[config.mk]
export PLATFORM = sky130hd
export DESIGN_NAME = robot_motor_driver
export DESIGN_NICKNAME = d
export VERILOG_FILES = /design/src/rtl/robot_motor_driver.sv
export SDC_FILE = /design/constraint.sdc
export NUM_CORES = 1
export LEC_CHECK = 0
export ABC_AREA = 1
export BUFFER_PORTS_ARGS = -buffer_cell sky130_fd_sc_hd__buf_2
export CORE_ASPECT_RATIO = 1.25
export CORE_MARGIN = 3
export CORE_UTILIZATION = 55
export CTS_CLUSTER_DIAMETER = 150
export DETAILED_ROUTE_END_ITERATION = 10
export GPL_ROUTABILITY_DRIVEN = 0
export PLACE_DENSITY = 0.77
export SLEW_MARGIN = 5
export SYNTH_ARGS = -nofsm -noshare
export SYNTH_HDL_FRONTEND = slang
export SYNTH_SLANG_ARGS = --single-unit
[constraint.sdc]
create_clock -name clk -period 5.4 [get_ports clk]
set_input_delay 1.62 -clock clk [delete_from_list [all_inputs] [get_ports clk]]
set_output_delay 1.62 -clock clk [all_outputs]
set_load 0.01 [all_outputs]
[src/rtl/robot_motor_driver.sv]
// H-bridge gate driver: dead-time insertion, brake/coast, illegal-command flag.
// Optional duty soft-start ramp when MOTOR_SOFTSTART_EN is defined; otherwise full duty on DRIVE entry.
module robot_motor_driver #(
    parameter int PWM_BITS    = 8,
    parameter int DEAD_CYCLES = 4,
    parameter int RAMP_STEP   = 32,
    parameter int RAMP_DIV    = 16
) (
    input  logic                clk,
    input  logic                reset_n,
    input  logic                en,
    input  logic                Z1,
    input  logic                Z2,
    output logic                ha,
    output logic                la,
    output logic                hb,
    output logic                lb,
    output logic [PWM_BITS-1:0] duty,
    output logic [1:0]          state,
    output logic                fault
);

    typedef enum logic [1:0] {
        S_COAST = 2'd0,
        S_DEAD  = 2'd1,
        S_DRIVE = 2'd2,
        S_BRAKE = 2'd3
    } state_t;

    localparam int DW = (DEAD_CYCLES > 1) ? $clog2(DEAD_CYCLES) : 1;
    localparam logic [DW-1:0]       DEAD_LOAD = DW'(DEAD_CYCLES - 1);
    localparam logic [DW-1:0]       DEAD_ONE  = {{(DW-1){1'b0}}, 1'b1};
    localparam logic [PWM_BITS-1:0] DUTY_MAX  = {PWM_BITS{1'b1}};
    localparam logic [PWM_BITS-1:0] PWM_LAST  = {{(PWM_BITS-1){1'b1}}, 1'b0};
    localparam logic [PWM_BITS-1:0] PWM_ONE   = {{(PWM_BITS-1){1'b0}}, 1'b1};

    if (DEAD_CYCLES < 1 || RAMP_DIV < 1 || RAMP_STEP < 0) begin : g_bad_params
    end

    state_t              state_q, state_d, target_q, target_d, cmd_s;
    logic [DW-1:0]       dead_cnt_q, dead_cnt_d;
    logic [PWM_BITS-1:0] pwm_cnt_q, pwm_cnt_d, duty_q, duty_d;
    logic                fault_q, fault_d;
    logic                ha_q, ha_d, la_q, la_d, hb_q, hb_d, lb_q, lb_d;

`ifdef MOTOR_SOFTSTART_EN
    localparam int RW = (RAMP_DIV > 1) ? $clog2(RAMP_DIV) : 1;
    localparam logic [RW-1:0]     RAMP_LAST = RW'(RAMP_DIV - 1);
    localparam logic [RW-1:0]     RAMP_ONE  = {{(RW-1){1'b0}}, 1'b1};
    localparam logic [PWM_BITS:0] STEP_W    = (PWM_BITS+1)'(RAMP_STEP);
    logic [RW-1:0]     ramp_cnt_q, ramp_cnt_d;
    logic [PWM_BITS:0] duty_sum_s;
`endif

    // Command decode; 11 is illegal and treated as coast.
    always_comb begin
        fault_d = Z1 & Z2;
        if (en && Z1 && !Z2) begin
            cmd_s = S_DRIVE;
        end else if (en && !Z1 && Z2) begin
            cmd_s = S_BRAKE;
        end else begin
            cmd_s = S_COAST;
        end
    end

    // State transitions with dead-time on every switch-on.
    always_comb begin
        state_d    = state_q;
        target_d   = target_q;
        dead_cnt_d = dead_cnt_q;
        if (cmd_s == S_COAST) begin
            state_d    = S_COAST;
            target_d   = S_COAST;
            dead_cnt_d = {DW{1'b0}};
        end else if (state_q == S_DEAD) begin
            if (cmd_s != target_q) begin
                target_d   = cmd_s;
                dead_cnt_d = DEAD_LOAD;
            end else if (dead_cnt_q == {DW{1'b0}}) begin
                state_d = target_q;
            end else begin
                dead_cnt_d = dead_cnt_q - DEAD_ONE;
            end
        end else if (cmd_s != state_q) begin
            state_d    = S_DEAD;
            target_d   = cmd_s;
            dead_cnt_d = DEAD_LOAD;
        end else begin
            state_d = state_q;
        end
    end

    // PWM counter and duty; both restart on every DRIVE entry.
    always_comb begin
        pwm_cnt_d = {PWM_BITS{1'b0}};
        duty_d    = {PWM_BITS{1'b0}};
`ifdef MOTOR_SOFTSTART_EN
        ramp_cnt_d = {RW{1'b0}};
        duty_sum_s = {1'b0, duty_q} + STEP_W;
        if (state_d == S_DRIVE && state_q == S_DRIVE) begin
            pwm_cnt_d = (pwm_cnt_q == PWM_LAST) ? {PWM_BITS{1'b0}} : pwm_cnt_q + PWM_ONE;
            if (ramp_cnt_q == RAMP_LAST) begin
                ramp_cnt_d = {RW{1'b0}};
                duty_d     = (duty_sum_s > {1'b0, DUTY_MAX}) ? DUTY_MAX : duty_sum_s[PWM_BITS-1:0];
            end else begin
                ramp_cnt_d = ramp_cnt_q + RAMP_ONE;
                duty_d     = duty_q;
            end
        end else begin
            ramp_cnt_d = {RW{1'b0}};
        end
`else
        if (state_d == S_DRIVE && state_q == S_DRIVE) begin
            pwm_cnt_d = (pwm_cnt_q == PWM_LAST) ? {PWM_BITS{1'b0}} : pwm_cnt_q + PWM_ONE;
            duty_d    = duty_q;
        end else if (state_d == S_DRIVE) begin
            duty_d = DUTY_MAX;
        end else begin
            duty_d = {PWM_BITS{1'b0}};
        end
`endif
    end

    // Gate decode from the next state so gates and state update together.
    always_comb begin
        ha_d = 1'b0;
        la_d = 1'b0;
        hb_d = 1'b0;
        lb_d = 1'b0;
        case (state_d)
            S_BRAKE: begin
                la_d = 1'b1;
                lb_d = 1'b1;
            end
            S_DRIVE: begin
                lb_d = 1'b1;
                ha_d = (pwm_cnt_d < duty_d);
            end
            default: begin
                ha_d = 1'b0;
            end
        endcase
    end

    // State and output registers.
    always_ff @(posedge clk or negedge reset_n) begin
        if (!reset_n) begin
            state_q    <= S_COAST;
            target_q   <= S_COAST;
            dead_cnt_q <= {DW{1'b0}};
            pwm_cnt_q  <= {PWM_BITS{1'b0}};
            duty_q     <= {PWM_BITS{1'b0}};
            fault_q    <= 1'b0;
            ha_q       <= 1'b0;
            la_q       <= 1'b0;
            hb_q       <= 1'b0;
            lb_q       <= 1'b0;
`ifdef MOTOR_SOFTSTART_EN
            ramp_cnt_q <= {RW{1'b0}};
`endif
        end else begin
            state_q    <= state_d;
            target_q   <= target_d;
            dead_cnt_q <= dead_cnt_d;
            pwm_cnt_q  <= pwm_cnt_d;
            duty_q     <= duty_d;
            fault_q    <= fault_d;
            ha_q       <= ha_d;
            la_q       <= la_d;
            hb_q       <= hb_d;
            lb_q       <= lb_d;
`ifdef MOTOR_SOFTSTART_EN
            ramp_cnt_q <= ramp_cnt_d;
`endif
        end
    end

    assign state = state_q;
    assign duty  = duty_q;
    assign fault = fault_q;
    assign ha    = ha_q;
    assign la    = la_q;
    assign hb    = hb_q;
    assign lb    = lb_q;

endmodule
======== Word level (Yosys, flattened, before mapping) ========
Cells that the tools add are included.
storage, ports and cells
  register bits ........................... 26
  bits in latches ......................... 0
  bits in writable memories ............... 0
  ROM bits ................................ 0
  output and inout bits ................... 15
  logic and storage cells ................. 58
  memories kept ........................... 0
operators by class
  $add $sub $neg .......................... 2
  multiply operators ...................... 0
  div/mod/pow operators ................... 0
  order comparisons ....................... 1
  equality and inequality tests ........... 9
  shift operators ......................... 0
  mux-type cells .......................... 23
  bitwise operators ....................... 1
  reductions and logical operators ........ 13
operators by type and width
  operator                                                            number
  2-bit 2-to-1 mux                                                    16
  8-bit 2-to-1 mux                                                    4
  8-bit by 1-bit adder with 8-bit output, second input constant       1
  8-bit == test, second input constant                                1
  8-bit < comparator                                                  1
  2-bit == test, second input constant                                3
  1-bit logical AND                                                   5
  2-bit logical NOT                                                   2
  2-bit != test                                                       2
  4-bit != test, second input constant                                1
  2-bit AND reduction                                                 2
  1-bit 2-to-1 mux                                                    3
  3-bit by 2-bit != test with 1-bit output, second input constant     1
  3-bit nonzero test                                                  1
  2-bit by 1-bit == test with 1-bit output, second input constant     1
  1-bit logical NOT                                                   2
  2-bit OR reduction                                                  1
  2-bit by 1-bit subtractor with 2-bit output, second input constant  1
  1-bit AND                                                           1

======== Logic depth before layout (Yosys ltp) ========
  depth after elaboration ................. 14
  gate-level depth with buffers ........... 17

======== Worst setup path after synthesis ========
No wires, ideal clock.
  path kind ............................... input -> register
  start point ............................. input Z1
  end point ............................... register ha_q (netlist: ha)
  setup time .............................. 0.077 ns
  arrival time ............................ 3.237 ns
  setup slack ............................. 2.086 ns
  stages on the path ...................... 13
  path buffers ............................ 0
  cell sequence ........................... inv_1 -> nand3_1 -> or2_2 -> nand4_1 -> nand2_1 -> inv_2 -> nor2_8 -> nand3_4 -> nor2_1 -> ha_1 -> a21oi_1 -> o211ai_1 -> a21oi_1
between the ends
  word-level cells in the longest chain between the ends .. 14
  elaborated cells between the ends (all ways) .. 21
  classes of those cells .................. 1 x order compare; 3 x eq/ne; 10 x mux; 7 x reduce/logical
RTL lines
  item                                 line    text
  start, declared                      12      input logic Z1,
  1-bit logical NOT                    60      end else if (en && !Z1 && Z2) begin
  1-bit logical AND (2 in a row)       60
  2-bit 2-to-1 mux                     60
  2-bit 2-to-1 mux (*)                 58      if (en && Z1 && !Z2) begin
  2-bit != test (on tied branches)     85, 77
  2-bit 2-to-1 mux (on tied branches)  85, 77
  2-bit 2-to-1 mux                     76      end else if (state_q == S_DEAD) begin
  2-bit 2-to-1 mux (*)                 72      if (cmd_s == S_COAST) begin
  net state_d[1]                       40      state_t state_q, state_d, target_q, target_d, cmd_s;
  2-bit == test (*)                    114     if (state_d == S_DRIVE && state_q == S_DRIVE) begin
  1-bit logical AND (*)                114
  8-bit 2-to-1 mux (*)                 114
  net pwm_cnt_d[7]                     42      logic [PWM_BITS-1:0] pwm_cnt_q, pwm_cnt_d, duty_q, duty_d;
  8-bit < comparator (*)               138     ha_d = (pwm_cnt_d < duty_d);
  1-bit 2-to-1 mux (*)                 131     case (state_d)
  net ha_d                             44      logic ha_q, ha_d, la_q, la_d, hb_q, hb_d, lb_q, lb_d;
  end signal, assigned                 155     ha_q <= 1'b0;
  end signal, assigned                 169     ha_q <= ha_d;
  end, declared                        44
Mark *: on every way through the listed nets, which the timed path passes. The rest lies on a longest branch.
A chain may end at the register's enable or synchronous reset.

======== Final worst setup path ========
  start point ............................. input en
  end point ............................... register ha_q (netlist: ha)
between the ends
  word-level cells in the longest chain between the ends .. 13
  elaborated cells between the ends (all ways) .. 20
  classes of those cells .................. 1 x order compare; 3 x eq/ne; 10 x mux; 6 x reduce/logical
RTL lines
  item                                 line    text
  start, declared                      11      input logic en,
  1-bit logical AND (2 in a row)       60
  2-bit 2-to-1 mux                     60
  2-bit 2-to-1 mux (*)                 58
  2-bit != test (on tied branches)     85, 77
  2-bit 2-to-1 mux (on tied branches)  85, 77
  2-bit 2-to-1 mux                     76
  2-bit 2-to-1 mux (*)                 72
  net state_d[1]                       40
  2-bit == test (*)                    114
  1-bit logical AND (*)                114
  8-bit 2-to-1 mux (*)                 114
  net pwm_cnt_d[5]                     42
  8-bit < comparator (*)               138
  1-bit 2-to-1 mux (*)                 131
  net ha_d                             44
Marks and branches as above.

==> metrics.yaml <==
power_frac_comb_pct: 10.1
utilization_pct: 66.9
yosys.area.top_type: "dfrtp_1"
finClkSkew_ps: 11.7
drv_cap: 0
core_mm2: 0.00226
tritoncts: "done"
ys_ff_latch: 26
cts_setup_buffers: 0
path_cells: "buf_2 -> nand2_1 -> nand2_1 -> nand2_2 -> nand2_1 -> nand2_1 -> nand4_1 -> nand2_1 -> inv_2 -> nor2_8 -> nand3_4 -> nor3_2 -> ha_1 -> a21oi_1 -> o211ai_1 -> a21oi_1"
clkTransAtPathRegs_ps: 150
cp-end-kind: "flop"
reg2reg_to: "ha"
grt_max_degree: 27
power.leakage_nw: 0.861
worstMarginPinSlew_ps: 551
setup_tns_ps: 0
drive_gt1_share_pct: 18.2
stdcell_count: 201
syn_area_per_cell_um2: 8.98
port_buffers: 18
post_cts_resized: 0
cp_max_fo: 9
r2r-start: "state[1]"
clkPwrFrac_pct: 35.5
slew_headroom_pct: 63.2
p_switching_w: 0.0000874
row_count: 19
slew_violations: 0
synthArstFlopShare_pct: 100
dp_cells: 197
rsz0062_at_grt: "false"
insertion_delay_ps: 320
synthTopCellsByCount: "nand2_1, dfrtp_1, inv_1"
seq_area_frac_synth_pct: 48.6
h-tree-depth: 1
first_pass_iters: 4
hp-start: "pwm_cnt_q[0]"
p_int_w: 0.000287
hold_depth: 1
antenna_found_initial: 0
crit_start: "en"
ios: 20
period_needed_ps: 3420
chipHeight_um: 61.1
crit_buf_inv: 2
clock-sinks: 26
final_hold_viol_count: 0
setup_viol: 0
grt_usage_pct: 18.7
ir_drop_v: 0.000170
period_share_pct: 63.4
dpl.hpwl_mm: 1.99
min_delay_worst_endpoint: "pwm_cnt_q[0]"
first_iter_violations: 22
reg2reg_slack_ps: 2960
nets: 186
n_antenna_cell: 0
cp_data_arrival_time_ps: 3680
ys_warn_count: 0
ant_nets: 0
initial_core_util_pct: 59.2
cp_slowest_cell: "ha_1"
synth-edff-count: 0
cts_buffers: 3
yosysTopAreaCellShare_pct: 48.6
power_density_mw_per_mm2: 248
synth_ff_type: "dfrtp_1"
max_freq_ghz: 0.292
grt_first_pass_wirelength_mm: 4.34
synthCells: 149
areaGrowthSynthToFinish_pct: 13.0
num_vias: 1054
syn-cell-area_mm2: 0.00134
yosysMostFrequentCell: "nand2_1"
p_sw_share_pct: 23.3
viasPerCell: 5.24
fillers: 206
synth_fp_nets: 164
drc: 0
synth_area_leaders: "dfrtp_1, ha_1, nand2_1"
cp-start-kind: "input pin"
grt_pass1_vias: 1000
path_delay_family: "simple AND/OR/NAND/NOR gates"
crit_top_cell: "nand2_1"
drt-wirelength-per-cell_um: 12.3
synth_cell_types: 25
required_ps: 5660
ff2ff_path_depth: 11
grt-ovfl-total: 0
dieArea_mm2: 0.00306
critical_path_class: "input pin to flop"
postCtsHoldBufs: 0
pwr-share-seq_pct: 54.4
drt-total-wl_mm: 2.48
clockRootBuffer: "clkbuf_4"
hold_class: "flop to flop"
clockBufferDepth: 2
cpPeakStageDelay_ps: 280
status: "completed"
die_x_um: 50.1
state kept, by name, indices dropped and copies added, names as in the netlist:
name	flops
dead_cnt_q	2
duty	8
fault	1
ha	1
la	1
lb	1
pwm_cnt_q	8
state	2
target_q	2
cells in the final DEF (no fill, tap or decap), drive strengths merged:
cell type / netlist / layout
xnor2: 1 / 1
conb: 1 / 1
inv: 25 / 25
nand4: 4 / 4
or2: 1 / 1
dfrtp: 26 / 26
o31ai: 1 / 1
nand2: 29 / 29
ha: 10 / 10
buf: 1 / 18
o211ai: 2 / 2
xor2: 4 / 4
o2111ai: 1 / 1
nor3: 3 / 3
nand3: 7 / 7
and3: 2 / 2
clkbuf: 0 / 3
o21ai: 10 / 10
a21oi: 7 / 7
bufinv: 0 / 1
nor2: 14 / 14
cell families (layout without fill, tap and decap cells):
group / count (synthesis) / after routing / synth area share [%]
buffers and inverters: 26 / 47 / 7.58
xor gates and xnor gates: 5 / 5 / 3.27
adders and majority gates: 10 / 10 / 9.35
AOI/OAI and AO/OA: 21 / 21 / 9.07
other: 1 / 1 / 0.280
and+or+nand+nor: 60 / 60 / 21.8
DFF: 26 / 26 / 48.6
per-stage QoR:
stage | hold slack [ps] | power [W] | instance area [µm²] | setup slack (ps)
2_1_floorplan | 470 | 0.000231 | 1340 | 2090
3_3_place_gp | 492 | 0.000245 | 1460 | 1760
3_5_place_dp | 500 | 0.000246 | 1460 | 1630
4_1_cts | 519 | 0.000376 | 1510 | 1980
5_1_grt | 551 | 0.000394 | 1510 | 1700
6_report | 513 | 0.000375 | 1510 | 1980
area by class of cell:
cell class                 count  area (µm²)  share of cell area, %
multi-input combinational     97         586                   38.7
sequential                    26         651                   43.0
inverter                      25        93.8                   6.21
timing repair buffer          18        90.1                   5.96
clock buffer                   3        22.5                   1.49
clock inverter                 1        30.0                   1.99
tap                           31        38.8                   2.57
worst max path at each step:
stage	to	slack, ps	cells past startpoint
after detailed placement	ha	1630	16
after floorplan	ha	2090	13
after global routing	ha	1700	16
after global placement	ha	1760	16
final	ha	1980	16
after CTS	ha	1980	16
power groups by stage:
stage	Clock [W]	Combinational, W	Sequential (W)
3_3_place_gp	0	0.0000372	0.000207
2_1_floorplan	0	0.0000230	0.000208
5_1_grt	0.000146	0.0000437	0.000205
3_5_place_dp	0	0.0000383	0.000208
4_1_cts	0.000134	0.0000385	0.000204
6_report	0.000133	0.0000379	0.000204
metal layers:
metal	vias to the layer above	global-route usage, %	share of wire (%)
met1	501	21.0	40
met5	-	0	0
met2	23	35.8	55
li1	528	-	-
met4	0	8.30	0.85
met3	2	2.18	3.5
worst reg2reg max path, stage by stage, from the launching register on:
cell      delay (ps)
dfrtp_1          440
inv_2            160
nand2_1          130
o31ai_2          380
inv_2            120
nor2_8           190
nand3_4          130
nor3_2           190
ha_1             280
a21oi_1          150
o211ai_1          90
a21oi_1          130
No activity file was read; power rests on OpenSTA's default activity.
